### config.mk
export PLATFORM = sky130hd
export DESIGN_NAME = cordic_req_seq
export DESIGN_NICKNAME = d
export VERILOG_FILES = /design/src/rtl/cordic_req_seq.sv
export SDC_FILE = /design/constraint.sdc
export NUM_CORES = 1
export LEC_CHECK = 0
export ABC_AREA = 1
export BUFFER_PORTS_ARGS = -buffer_cell sky130_fd_sc_hd__buf_2
export CORE_ASPECT_RATIO = 1.2
export CORE_MARGIN = 2
export CORE_UTILIZATION = 58
export DETAILED_ROUTE_END_ITERATION = 7
export PLACE_DENSITY = 0.79
export SYNTH_ARGS = -nofsm -noshare
export SYNTH_HDL_FRONTEND = slang
export SYNTH_SLANG_ARGS = --single-unit
### constraint.sdc
create_clock -name clk -period 3 [get_ports clk]
set_clock_uncertainty 0.15 [all_clocks]
set_input_delay 0.15 -clock clk [delete_from_list [all_inputs] [get_ports clk]]
set_output_delay 0.15 -clock clk [all_outputs]
set_load 0.005 [all_outputs]
### src/rtl/cordic_req_seq.sv
// Request sequencer for a multi-cycle CORDIC core: queues angle requests,
// issues them one at a time, blanks stale done, times out, and holds results.
module cordic_req_seq #(
  parameter int unsigned DEPTH   = 4,
  parameter int unsigned TIMEOUT = 255
) (
  input  logic       clk,
  input  logic       rst,
  input  logic       req_valid,
  output logic       req_ready,
  input  logic [7:0] req_theta,
  input  logic       req_s_c,
  output logic       cdc_start,
  output logic [7:0] cdc_theta,
  output logic       cdc_s_c,
  input  logic       cdc_done,
  input  logic [7:0] cdc_value,
  output logic       res_valid,
  input  logic       res_ready,
  output logic [7:0] res_value,
  output logic       res_s_c,
  output logic       res_err
);

  localparam int unsigned DATA_W  = 8;
  localparam int unsigned ENTRY_W = DATA_W + 1;
  localparam int unsigned PTR_W   = (DEPTH > 1) ? $clog2(DEPTH) : 1;
  localparam int unsigned CNT_W   = PTR_W + 1;
  localparam int unsigned WCNT_W  = 16;

  typedef enum logic [1:0] {S_IDLE, S_ISSUE, S_WAIT, S_HOLD} state_e;

  state_e              state_q, state_d;
  logic [ENTRY_W-1:0]  mem_q [DEPTH];
  logic [PTR_W-1:0]    wr_ptr_q, wr_ptr_d;
  logic [PTR_W-1:0]    rd_ptr_q, rd_ptr_d;
  logic [CNT_W-1:0]    cnt_q, cnt_d;
  logic [WCNT_W-1:0]   wait_cnt_q, wait_cnt_d;
  logic                req_ready_q, req_ready_d;
  logic                cdc_start_q, cdc_start_d;
  logic [DATA_W-1:0]   cdc_theta_q, cdc_theta_d;
  logic                cdc_s_c_q, cdc_s_c_d;
  logic                res_valid_q, res_valid_d;
  logic [DATA_W-1:0]   res_value_q, res_value_d;
  logic                res_s_c_q, res_s_c_d;
  logic                res_err_q, res_err_d;
  logic                push_c;
  logic                pop_c;

  // FIFO bookkeeping and sequencer next-state / next-output logic
  always_comb begin
    state_d     = state_q;
    wr_ptr_d    = wr_ptr_q;
    rd_ptr_d    = rd_ptr_q;
    cnt_d       = cnt_q;
    wait_cnt_d  = wait_cnt_q;
    cdc_start_d = 1'b0;
    cdc_theta_d = cdc_theta_q;
    cdc_s_c_d   = cdc_s_c_q;
    res_valid_d = res_valid_q;
    res_value_d = res_value_q;
    res_s_c_d   = res_s_c_q;
    res_err_d   = res_err_q;
    push_c      = req_valid && req_ready_q;
    pop_c       = 1'b0;

    case (state_q)
      S_IDLE: begin
        if (cnt_q != '0) begin
          pop_c                    = 1'b1;
          {cdc_s_c_d, cdc_theta_d} = mem_q[rd_ptr_q];
          cdc_start_d              = 1'b1;
          state_d                  = S_ISSUE;
        end
      end
      S_ISSUE: begin
        wait_cnt_d = '0;
        state_d    = S_WAIT;
      end
      S_WAIT: begin
        // done seen in the first WAIT cycle may belong to the previous op
        if ((wait_cnt_q != '0) && cdc_done) begin
          res_value_d = cdc_value;
          res_err_d   = 1'b0;
          res_s_c_d   = cdc_s_c_q;
          res_valid_d = 1'b1;
          state_d     = S_HOLD;
        end else if (wait_cnt_q == WCNT_W'(TIMEOUT - 1)) begin
          res_value_d = '0;
          res_err_d   = 1'b1;
          res_s_c_d   = cdc_s_c_q;
          res_valid_d = 1'b1;
          state_d     = S_HOLD;
        end else begin
          wait_cnt_d = wait_cnt_q + WCNT_W'(1);
        end
      end
      S_HOLD: begin
        if (res_ready) begin
          res_valid_d = 1'b0;
          state_d     = S_IDLE;
        end
      end
      default: state_d = S_IDLE;
    endcase

    if (push_c) wr_ptr_d = wr_ptr_q + PTR_W'(1);
    if (pop_c)  rd_ptr_d = rd_ptr_q + PTR_W'(1);
    case ({push_c, pop_c})
      2'b10:   cnt_d = cnt_q + CNT_W'(1);
      2'b01:   cnt_d = cnt_q - CNT_W'(1);
      default: cnt_d = cnt_q;
    endcase
    req_ready_d = (cnt_d != CNT_W'(DEPTH));
  end

  // State and output registers with synchronous active-low reset
  always_ff @(posedge clk) begin
    if (!rst) begin
      state_q     <= S_IDLE;
      wr_ptr_q    <= '0;
      rd_ptr_q    <= '0;
      cnt_q       <= '0;
      wait_cnt_q  <= '0;
      req_ready_q <= 1'b0;
      cdc_start_q <= 1'b0;
      cdc_theta_q <= '0;
      cdc_s_c_q   <= 1'b0;
      res_valid_q <= 1'b0;
      res_value_q <= '0;
      res_s_c_q   <= 1'b0;
      res_err_q   <= 1'b0;
    end else begin
      state_q     <= state_d;
      wr_ptr_q    <= wr_ptr_d;
      rd_ptr_q    <= rd_ptr_d;
      cnt_q       <= cnt_d;
      wait_cnt_q  <= wait_cnt_d;
      req_ready_q <= req_ready_d;
      cdc_start_q <= cdc_start_d;
      cdc_theta_q <= cdc_theta_d;
      cdc_s_c_q   <= cdc_s_c_d;
      res_valid_q <= res_valid_d;
      res_value_q <= res_value_d;
      res_s_c_q   <= res_s_c_d;
      res_err_q   <= res_err_d;
    end
  end

  // FIFO storage; contents are don't-care once pointers are cleared
  always_ff @(posedge clk) begin
    if (push_c) mem_q[wr_ptr_q] <= {req_s_c, req_theta};
  end

  assign req_ready = req_ready_q;
  assign cdc_start = cdc_start_q;
  assign cdc_theta = cdc_theta_q;
  assign cdc_s_c   = cdc_s_c_q;
  assign res_valid = res_valid_q;
  assign res_value = res_value_q;
  assign res_s_c   = res_s_c_q;
  assign res_err   = res_err_q;

endmodule
# Word level (Yosys, flattened, before mapping)
# Memories as Yosys holds them, arrays and structs flattened. A register that Yosys moved wholly into a read port is not among the register bits.
# Index checks and enable logic that the tools add are counted.
[word_totals]
regBits = 38
ram_bits = 36
wordCells = 65
n_memories = 1
[classes]
n_addsub = 5
eq_ne = 12
n_mux = 22
n_reduce_logical = 14
[mem_list]
columns = ["memory", "words", "word_bits", "rd", "rd_ports_with_merged_regs", "wr", "line", "source"]
rows = [
  ["mem_q", 4, 9, 1, 1, 1, "34", "logic [ENTRY_W-1:0] mem_q [DEPTH];"],
]
[ops]
columns = ["op", "count"]
rows = [
  ["16-bit two-way mux", 2],
  ["16-bit one-hot mux with 2 select lines", 1],
  ["16-bit by 1-bit adder with 16-bit output, second input constant", 1],
  ["16-bit by 8-bit equality test with 1-bit output, second input constant", 1],
  ["8-bit two-way mux", 2],
  ["16-bit nonzero test", 1],
  ["1-bit two-way mux", 10],
  ["3-bit AND reduction", 3],
  ["2-bit two-way mux", 4],
  ["2-bit != test, second input constant", 4],
  ["2-bit one-hot mux with 4 select lines", 1],
  ["2-bit equality test, second input constant", 3],
  ["3-bit != test, second input constant", 2],
  ["3-bit one-hot mux with 2 select lines", 1],
  ["2-bit nonzero test", 3],
  ["2-bit by 1-bit adder with 2-bit output, second input constant", 2],
  ["2-bit by 1-bit equality test with 1-bit output, second input constant", 2],
  ["2-bit AND reduction", 2],
  ["3-bit by 1-bit adder with 3-bit output, second input constant", 1],
  ["3-bit nonzero test", 1],
  ["3-bit by 1-bit subtractor with 3-bit output, second input constant", 1],
  ["1-bit logical AND", 2],
  ["2-bit zero test", 1],
  ["1-bit one-hot mux with 2 select lines", 1],
  ["1-bit zero test", 1],
]

# Logic depth before layout (Yosys ltp)
[depth]
ltp_word = 6
depth_mapped = 13
ltp_nobuf = 12

# Worst setup path after synthesis
# No wires, ideal clock.
[synth_path]
kind = "register to register"
from = "register state_q[0]"
to = "register req_ready_q (netlist: req_ready)"
arrival_ns = 2.156
required_ns = 2.723
setup_slack_ns = 0.567
path_stages_with_launch = 13
period_less_slack_ns = 2.433
path_cell_list = "dfxtp_1 > inv_1 > ha_1 > inv_1 > a31oi_1 > clkbuf_1 > ha_1 > inv_1 > fa_1 > a21oi_1 > o21ai_0 > xor2_1 > a31oi_1"
[synth_between]
elab_chain_len = 5
elab_cells_between_ends = 6
cone_classes = "3 x eq/ne; 2 x mux; 1 x reduce/logical"
[synth_rtl]
columns = ["item", "line", "source"]
rows = [
  ["from (decl)", "33", "state_e state_q, state_d;"],
  ["from (signal assigned)", "134", "state_q <= state_d;"],
  ["2-bit zero test *", "67", "case (state_q)"],
  ["1-bit two-way mux *", "67", ""],
  ["2-bit by 1-bit equality test with 1-bit output or 2-bit equality test (tied branches)", "109", "case ({push_c, pop_c})"],
  ["3-bit one-hot mux with 2 select lines *", "109", ""],
  ["3-bit != test *", "114", "req_ready_d = (cnt_d != CNT_W'(DEPTH));"],
  ["to (signal assigned)", "139", "req_ready_q <= req_ready_d;"],
  ["to (decl)", "39", "logic req_ready_q, req_ready_d;"],
]
# Every way passes the cells marked *; elsewhere a longest branch is shown, timed or not.
# A chain may end at the register's enable or synchronous reset.

# Worst setup path after layout
# Same ends and word-level chain as after synthesis.

==> flow_metrics.py <==
metrics = {
    "outcome": {
        "status": "completed",
    },
    "place": {
        "gp_congestion": 0.9361,
        "numPortBuffers": 43,
        "pre_cts_slack_ns": 0.6887,
        "placed_area_um2": 4094,
        "dpl.hpwl_mm": 4.910,
    },
    "layout": {
        "final_common_cell": "nand2_1",
        "regArea_um2": 2022,
        "utilization_pct": 69.61,
        "num-fill-cells": 493,
        "final_layout_size_suffix_gt1_share_pct": 17.22,
        "final_cell_mix": "84 x nand2_1, 83 x nor2_1, 47 x dfxtp_1",
        "nNetsFinal": 542,
        "final_area_um2": 4459,
        "antenna_cells": 0,
        "syn_to_final_growth_pct": 16.97,
        "multiInputGateArea_um2": 1559,
    },
    "power": {
        "p_int_mw": 1.928,
        "switching_share_pct": 35.57,
        "clockPowerShare_pct": 26.1,
        "power_density_nw_per_um2": 671.1,
        "p_comb_share_pct": 27.8,
        "peakVddDrop_mv": 0.4895,
        "seqPwrFrac_pct": 46.1,
        "p_switching_mw": 1.065,
        "p_leak_nw": 1.770,
    },
    "floorplanning": {
        "rows": 32,
        "core_area_um2": 6406,
        "io_pins": 44,
        "fp.dieW_um": 78.01,
        "start_util_pct": 59.51,
        "die_area_um2": 7240,
        "die_y_um": 92.81,
    },
    "routing": {
        "avgRoutedWirePerCell_um": 12.89,
        "first_pass_iters": 4,
        "drc": 0,
        "drt-total-wl_mm": 7.683,
        "routed-via-count": 3074,
        "drtIter0Drc": 170,
        "viasPerCell": 5.158,
        "drt.antenna.violating_nets": 0,
    },
    "global_routing": {
        "grt_pass1_wl_mm": 12.92,
        "grt_max_degree": 29,
        "antenna_found_initial": 0,
        "grt_usage_pct": 22.85,
        "grt_pass1_vias": 2971,
        "gr-total-overflow": 0,
    },
    "sta": {
        "post-route-period-util_pct": 77.31,
        "fmaxAchievable_mhz": 431.2,
        "worst_slack_ns": 0.6806,
        "layout_min_cycle_time_ns": 2.319,
        "slew_viol_final": 0,
        "setup_viol": 0,
        "maxSlewHeadroom_pct": 33.44,
        "rsz0062_at_grt": "false",
        "tns_ns": 0,
        "worst_pin_slew_ns": 0.9948,
        "hold_violations": 0,
    },
    "cts": {
        "root_buffer": "clkbuf_8",
        "cts_tree": "built",
        "cts.repair.resized": 0,
        "numCtsBuffers": 9,
        "htree_levels": 3,
        "clk-insertion-delay-late_ns": 0.36,
        "cts_num_sinks": 83,
        "clk_path_buf_depth": 2,
        "clk_transition_reported_paths_ns": 0.09,
    },
    "logic_synthesis": {
        "synth_edf_count": 36,
        "synth_seq_area_share_pct": 53.04,
        "async_flop_share_pct": 0,
        "synth_nets": 480,
        "yosysTopAreaCell": "edfxtp_1",
        "synth.avg_cell_area_um2": 8.587,
        "yosysTopAreaCellShare_pct": 28.36,
        "syn_inst": 444,
        "yosys_warnings": 0,
        "synth_area_um2": 3812,
        "synth-seq-cells": 83,
        "synth_area_leaders": "edfxtp_1 28%, dfxtp_1 25%, nand2_1 8.3%",
        "synth_ff_type": "dfxtp_1",
        "yosys.cell_types.count": 32,
    },
    "setup_path": {
        "cp_max_fo": 4,
        "worstSetupPathType": "reg -> reg",
        "worstSetupStartpointType": "flip-flop",
        "reg2reg_slack_ns": 0.68,
        "critPathCaptureType": "flip-flop",
        "slowest_delay_ns": 0.38,
        "arrival_ns": 2.42,
        "cpMostUsedCell": "inv_1",
        "r2r_cells": 11,
        "path_cells": "inv_1 > ha_1 > inv_1 > a31oi_1 > ha_1 > inv_1 > fa_1 > a21oi_1 > o21ai_0 > xor2_1 > a31oi_1",
        "rr_endpoint": "req_ready",
        "slowest_stage": "fa_1",
        "cp.required_ns": 3.10,
        "r2r_start": "state_q[0]",
    },
    "min_path": {
        "min_delay_path_depth": 3,
        "hold_path.startpoint": "rst",
        "holdPathEnd": "wait_cnt_q[15]",
        "hp-class": "in -> reg",
    },
    "run": {
        "max_cap_viol_count": 0,
    },
}
==> timing repair <==
item / in CTS / in global routing
endpoints found under the hold margin: 44 / 0
hold buffers: 17 / 0
setup endpoints to repair: 0 / 0
buffers inserted: 0 / 0
==> logic make-up after synthesis <==
logic type               share of synthesized area [%]
buffers and inverters                            6.071
adder cells (fa/ha/maj)                          4.792
XOR/XNOR                                        0.9191
flip-flops                                       53.04
AO/OA/AOI/OAI                                    12.14
AND/OR/NAND/NOR                                  23.04
==> power by group through the flow <==
stage | Combinational (mW) | Clock, mW | Sequential [mW]
detailed placement | 0.817 | 0 | 1.40
floorplan | 0.636 | 0 | 1.39
finish | 0.832 | 0.780 | 1.38
global placement | 0.791 | 0 | 1.40
CTS | 0.837 | 0.786 | 1.38
global route | 0.956 | 0.831 | 1.39
==> synthesized netlist by cell type (2+ instances only) <==
cell type   n
inv_1      37
a21oi_2     7
nand2_2     8
edfxtp_1   36
o21ai_0    37
o21bai_1    2
xor2_1      3
a21oi_1    25
nor3_1      2
nand3_1    17
clkbuf_1    9
ha_1       13
dfxtp_1    47
inv_2       4
nand4_1     4
nor2_1     83
clkinv_1    2
a31oi_1    11
nand2_1    84
==> final cells by class <==
cell class              instances  share of cell area (%)
multi-input cells             305                   34.96
clock buffers                   9                   2.778
well taps                      85                   2.385
clock inverters                 7                   1.599
inverters                      43                   3.620
repair buffers                 64                   9.315
flip-flops and latches         83                   45.34
==> state kept, by name (all words and copies together) (netlist names), 2 cells and up <==
signal      flops
res_value       8
cdc_theta       8
wait_cnt_q     16
mem_q          36
rd_ptr_q        2
state_q         2
cnt_q           3
wr_ptr_q        2
==> layer usage <==
layer | routed length, um | global-route usage, % | vias up
li1 | - | - | 1587
met1 | 3189 | 24.89 | 1396
met2 | 4015 | 43.10 | 81
met3 | 384 | 3.704 | 10
met4 | 94 | 10.09 | 0
met5 | 0 | 0 | -
==> worst max-delay path by stage <==
stage	startpoint	end	slack (ns)	cells after the start
6_report	state_q[0]	req_ready	0.68	11
5_1_grt	state_q[1]	req_ready	0.46	11
4_1_cts	state_q[0]	req_ready	0.67	11
3_5_place_dp	state_q[0]	req_ready	0.69	11
3_3_place_gp	state_q[0]	req_ready	0.81	11
2_1_floorplan	state_q[0]	req_ready	0.57	12
==> metrics by stage <==
stage | total power, mW | hold slack [ns] | cells
floorplan | 2.024 | 0.09887 | 444
global placement | 2.191 | 0.2080 | 563
detailed placement | 2.220 | 0.2146 | 563
CTS | 3.002 | 0.03200 | 596
global route | 3.180 | 0.05694 | 596
finish | 2.993 | 0.04007 | 596
==> critical path, delay by kind of cell (launching register included) <==
kind	cells	cell delay (ns)
adders and majority gates	3	0.73
DFF	1	0.35
buffers and inverters	3	0.21
AOI/OAI and AO/OA	4	0.56
xor gates and xnor gates	1	0.19
No activity file was read; power rests on OpenSTA's default activity.
